===== config.mk =====
export PLATFORM = sky130hd
export DESIGN_NAME = serializer_bank
export DESIGN_NICKNAME = d
export VERILOG_FILES = /design/src/rtl/serializer_bank_pkg.sv /design/src/rtl/serializer_lane.sv /design/src/rtl/serializer_bank.sv
export SDC_FILE = /design/constraint.sdc
export NUM_CORES = 1
export LEC_CHECK = 0
export BUFFER_PORTS_ARGS = -buffer_cell sky130_fd_sc_hd__buf_2
export CAP_MARGIN = 20
export CORE_MARGIN = 4
export CORE_UTILIZATION = 32
export DETAILED_ROUTE_END_ITERATION = 8
export PLACE_DENSITY = 0.64
export SYNTH_ARGS = -nofsm -noshare
export SYNTH_HDL_FRONTEND = slang
export SYNTH_SLANG_ARGS = --single-unit

===== constraint.sdc =====
create_clock -name clk -period 2.3 [get_ports clk]
set_input_delay 0.115 -clock clk [delete_from_list [all_inputs] [get_ports clk]]
set_output_delay 0.115 -clock clk [all_outputs]
set_load 0.1 [all_outputs]

===== src/rtl/serializer_bank_pkg.sv =====
// Shared constants for the HDMI output serializer: TMDS control words,
// default word size and a counter-width helper.
package serializer_bank_pkg;

  // Default bits per TMDS word.
  localparam int DEFAULT_SIZE = 10;

  // TMDS control-period symbols (C1,C0 = 00/01/10/11).
  localparam logic [9:0] TMDS_CTRL_00 = 10'b1101010100;
  localparam logic [9:0] TMDS_CTRL_01 = 10'b0010101011;
  localparam logic [9:0] TMDS_CTRL_10 = 10'b0101010100;
  localparam logic [9:0] TMDS_CTRL_11 = 10'b1010101011;

  // Symbol sent on a lane when the encoder has nothing ready.
  localparam logic [9:0] TMDS_IDLE_WORD = TMDS_CTRL_00;

  // Width of a counter spanning 0..size-1; never narrower than one bit.
  function automatic int cnt_width(input int size);
    return (size > 1) ? $clog2(size) : 1;
  endfunction

endpackage


===== src/rtl/serializer_lane.sv =====
// One lane of the serializer: a SIZE-bit register that loads a word and then
// rotates it so the output bit walks through the word and the word survives
// a full rotation intact.
module serializer_lane
  import serializer_bank_pkg::*;
#(
  parameter int SIZE      = DEFAULT_SIZE,
  parameter bit MSB_FIRST = 1'b0
) (
  input  logic            clk,
  input  logic            rst_n,
  input  logic            clear,
  input  logic            load,
  input  logic            shift,
  input  logic [SIZE-1:0] load_word,
  output logic            out_bit
);

  logic [SIZE-1:0] shift_reg;

  // Load a new word or rotate the current one toward the output end.
  always_ff @(posedge clk or negedge rst_n) begin
    if (!rst_n) begin
      shift_reg <= '0;
    end else if (clear) begin
      shift_reg <= '0;
    end else if (load) begin
      shift_reg <= load_word;
    end else if (shift) begin
      if (MSB_FIRST) begin
        shift_reg <= {shift_reg[SIZE-2:0], shift_reg[SIZE-1]};
      end else begin
        shift_reg <= {shift_reg[0], shift_reg[SIZE-1:1]};
      end
    end
  end

  // The output bit is a register bit, so s_out is glitch-free.
  assign out_bit = MSB_FIRST ? shift_reg[SIZE-1] : shift_reg[0];

endmodule


===== src/rtl/serializer_bank.sv =====
// Multi-lane parallel-to-serial converter. A shared bit counter paces the
// word loads; all lanes load and rotate in lockstep. Missing words are
// replaced by IDLE_WORD and flagged through a sticky underrun bit.
module serializer_bank
  import serializer_bank_pkg::*;
#(
  parameter int              SIZE      = DEFAULT_SIZE,
  parameter int              CHANNELS  = 3,
  parameter bit              MSB_FIRST = 1'b0,
  parameter logic [SIZE-1:0] IDLE_WORD = SIZE'(TMDS_IDLE_WORD)
) (
  input  logic                     clk,
  input  logic                     rst_n,
  input  logic                     clear,
  input  logic                     enable,
  input  logic [CHANNELS*SIZE-1:0] p_data,
  input  logic                     p_valid,
  output logic                     p_ready,
  output logic [CHANNELS-1:0]      s_out,
  output logic                     word_start,
  output logic                     underrun,
  input  logic                     underrun_clr
);

  localparam int            CW       = cnt_width(SIZE);
  localparam logic [CW-1:0] CNT_LAST = CW'(SIZE - 1);

  logic [CW-1:0]            cnt_reg;
  logic                     word_start_reg;
  logic                     underrun_reg;
  logic                     at_last;
  logic                     load;
  logic                     shift;
  logic [CHANNELS*SIZE-1:0] load_bus;

  assign at_last = (cnt_reg == CNT_LAST);

  // A word slot opens once per word period; p_valid never gates readiness.
  assign p_ready = enable & ~clear & at_last;
  assign load    = p_ready;
  assign shift   = enable & ~clear & ~at_last;

  // Underrun substitutes the idle symbol on every lane.
  assign load_bus = p_valid ? p_data : {CHANNELS{IDLE_WORD}};

  // Bit counter: wraps to 0 on the load edge, holds while disabled.
  always_ff @(posedge clk or negedge rst_n) begin
    if (!rst_n) begin
      cnt_reg <= CNT_LAST;
    end else if (clear) begin
      cnt_reg <= CNT_LAST;
    end else if (enable) begin
      cnt_reg <= at_last ? '0 : cnt_reg + CW'(1);
    end
  end

  // word_start marks the first bit: set by a load, dropped on the next enabled edge.
  always_ff @(posedge clk or negedge rst_n) begin
    if (!rst_n) begin
      word_start_reg <= 1'b0;
    end else if (clear) begin
      word_start_reg <= 1'b0;
    end else if (enable) begin
      word_start_reg <= at_last;
    end
  end

  // Sticky underrun: a substitution wins over a same-cycle clear request.
  always_ff @(posedge clk or negedge rst_n) begin
    if (!rst_n) begin
      underrun_reg <= 1'b0;
    end else if (clear) begin
      underrun_reg <= 1'b0;
    end else if (load && !p_valid) begin
      underrun_reg <= 1'b1;
    end else if (underrun_clr) begin
      underrun_reg <= 1'b0;
    end
  end

  assign word_start = word_start_reg;
  assign underrun   = underrun_reg;

  for (genvar gi = 0; gi < CHANNELS; gi++) begin : g_lane
    serializer_lane #(
      .SIZE      (SIZE),
      .MSB_FIRST (MSB_FIRST)
    ) u_lane (
      .clk       (clk),
      .rst_n     (rst_n),
      .clear     (clear),
      .load      (load),
      .shift     (shift),
      .load_word (load_bus[gi*SIZE +: SIZE]),
      .out_bit   (s_out[gi])
    );
  end

endmodule


==> implementation parameters <==
Parameter                              Value

Setup path
  Sum of buffers and inverters on the critical path    2
  Data required time of the worst path    around 2.2 ns
  Stage delay of the slowest cell on the critical path    roughly 0.57 ns
  Setup crit start    cnt_reg[0]
  Crit path DAT    1.90 ns
  Family with the most delay on the worst path    flip-flops
  Reg-to-Reg End    g_lane[0].u_lane.shift_reg[1]
  Launch point of the worst reg-to-reg path    cnt_reg[0]
  Endpoint class of the critical path    primary output
  Max stage delay cell, worst path    sky130_fd_sc_hd__dfstp_2
  Worst reg2reg setup slack    0.62 ns
  Top fanout value on the critical path    19
  Worst Setup Path Type    reg2out
  Count of cell instances traversed by the critical path    5
  Worst path cell trace    ha_1 > and3b_1 > nand2_2 > inv_1 > buf_12
  Startpoint Class    flop
  Worst reg-to-reg path cell count    5

Power
  Pwr dens    727 mW/mm^2
  Sw Ratio    27.5%
  Total power draw    approximately 1.5 mW
  Peak ir drop on the vdd network    0.320 mV
  Sequential cell fraction of total power    47.4%
  Cell-internal power    between 1 and 1.5 mW
  Proportion of power drawn by combinational gates    roughly 17%
  Leakage power of the design    1.02 nW
  Sw power    roughly 0.42 mW
  Relative contribution of the clock network to total power    a little over a third

Hold path
  Hold worst-path end    g_lane[0].u_lane.shift_reg[3]
  Worst hold path depth    2
  Start point of the worst min-delay path    p_data[3]
  Tightest Hold Check Type    in2reg

Final layout
  Layout cell share with drive strength beyond 1    a little under a third
  Most frequent cells in the layout    40 x sky130_fd_sc_hd__buf_2, 34 x sky130_fd_sc_hd__dfrtp_1, 17 x sky130_fd_sc_hd__o21ai_0
  Summed area of non-filler cells in the final layout    0.00209 sq mm
  Net count, final    around 230
  Flip-flop count of the largest register, all copies and words added    30
  Most common cell after layout, fill and taps aside    sky130_fd_sc_hd__buf_2
  Finished Layout Cells    roughly 260
  Ant diodes    0
  Synth-to-Final Area Change    21.7%
  Post-route core utilization    40.6%

Route
  Initial DRT Pass Iterations    4
  Average vias per placed instance    between 5 and 6
  Detailed-route via count    ~1400
  Routed WL per cell    between 10 and 15 um
  Count of nets left with antenna violations after detail routing    0
  Total wire length    3840 um
  Iteration-0 DRC count of the detailed router    85
  Number of design rule violations left after detail routing    0

STA
  Final-report setup violation count    0
  Final worst-path cycle share    87.6%
  PnR worst setup slack    about 0.29 ns
  Aggregate negative setup slack    0 ns
  Final critical path time including I/O delays and setup    2.01 ns
  Worst clock skew    0.00661 ns
  Max-slew violation count    0
  Unrepaired setup endpoints after global routing    false
  Slew of the pin with the lowest slew margin    0.784 ns
  WHS    0.0592 ns
  Peak clock frequency supported by timing    0.497 GHz
  Hold Violations, Final    0
  Remaining max-slew budget at the tightest pin    47.7%

Clocking
  Number of buffers created by CTS    5
  Clock slew at the register clock pins of the worst setup and hold paths    around 0.070 ns
  TritonCTS clock tree    built
  Count of H-tree levels built during CTS    2
  Root Buffer Master    sky130_fd_sc_hd__clkbuf_8
  Max Root-Sink Buffers    2
  Total number of clock tree sinks    36
  Clock latency of the later-clocked register in the worst-skew pair    roughly 0.28 ns

Placed design
  Sum of net half-perimeters after detailed placement    about 2600 um
  Number of cells after detailed placement    253
  Final weighted congestion in routability-driven placement    just over 0.7
  Dpl cell area    0.00197 sq mm
  Buffers on Ports    41
  Pre-CTS WS    0.436 ns

Outcome
  Run status    finished, final reports clean

Yosys
  Register area share after synthesis    52.7%
  Number of standard cells after synthesis    155
  Synthesized flop and latch total    36
  Ys Warns    0
  Mean area per synthesized cell    ~11 sq um
  Netlist area before placement    0.00172 sq mm
  Count of distinct cell types in the synthesized netlist    28
  Post-Syn Nets    slightly below 200

Floorplanning
  Chip width    between 80 and 90 um
  Core region area    0.00514 sq mm
  Initial Util    between 30 and 40%
  IO Count    42
  Site Rows    26
  Die area    0.00660 sq mm
  Die height    81.2 um

Global route
  Met2 track utilization from global routing    between 10% and 20%
  Number of antenna violations at the first check in global routing    0
  Global router's overall resource usage    12.5%
  Largest net degree at the start of global routing    37
  Met3 Use GR    3.66%
  Peak-usage layer in the global routing report    met1
  Aggregate global routing overflow    0
  Met1 Resource Use GR    18.0%
  Wire length of the first global-routing pass    6170 um
  Vias in the first global route    1262

Flow run
  Maxcap violations    0
power by group through the flow:
| stage | logic [mW] | clock network (mW) | registers, mW |
|---|---|---|---|
| floorplan | 0.157 | 0 | 0.745 |
| global placement | 0.258 | 0 | 0.731 |
| detailed placement | 0.261 | 0 | 0.731 |
| CTS | 0.262 | 0.553 | 0.720 |
| global route | 0.288 | 0.577 | 0.727 |
| finish | 0.261 | 0.536 | 0.720 |
Yosys cell counts, drive strengths merged:
cell type / instances / area (sq um)
a211o: 1 / 8.76
o31ai: 1 / 7.51
xnor2: 1 / 8.76
o21a: 1 / 7.51
inv: 3 / 11.3
ha: 2 / 25.0
nor2b: 16 / 103
a21oi: 2 / 10.0
clkbuf: 7 / 26.3
dfstp: 2 / 52.6
and3: 16 / 105
nand4: 1 / 6.26
nand2: 8 / 30.0
a221o: 15 / 155
dfrtp: 34 / 851
nand3b: 1 / 7.51
nor2: 2 / 7.51
and3b: 1 / 8.76
o21ai: 17 / 85.1
buf: 9 / 67.6
a32oi: 15 / 131
worst max-delay path by stage:
stage	endpoint	slack, ns
global route	p_ready	0.19
finish	p_ready	0.29
CTS	p_ready	0.11
floorplan	p_ready	0.33
detailed placement	p_ready	0.44
global placement	p_ready	0.47
repair_timing:
item | CTS | global route
hold buffers | 1 | 0
endpoints found under the hold margin | 34 | 0
resized for setup | 0 | 1
setup endpoints to repair | 0 | 1
setup buffers | 0 | 0
layer usage:
layer  up-vias  part of all wire [%]
met5         -                     0
met4         0                   1.6
met3         8                   5.9
met2        41                    44
met1       657                    48
li1        656                     -
logic make-up after synthesis:
family,synth area share (%)
DFF,52.7
xor gates and xnor gates,0.511
and+or+nand+nor,15.6
adders and majority gates,1.46
buffers and inverters,6.13
AOI/OAI and AO/OA,23.6
worst reg2reg max path, stage by stage, from the launching register on:
cell and delay, ns:
sky130_fd_sc_hd__dfstp_2 0.57, sky130_fd_sc_hd__ha_1 0.19, sky130_fd_sc_hd__nand3b_1 0.08, sky130_fd_sc_hd__buf_4 0.23
sky130_fd_sc_hd__and3_1 0.21, sky130_fd_sc_hd__a221o_2 0.29
cell type report:
class / count / area, sq um
sequential: 36 / 903
multi-input combinational: 100 / 712
tap: 70 / 87.6
fill: 537 / 3050
clock buffer: 6 / 72.6
timing repair buffer: 45 / 265
clock inverter: 2 / 35.0
inverter: 3 / 11.3
Power figures use the tool's default switching activity.
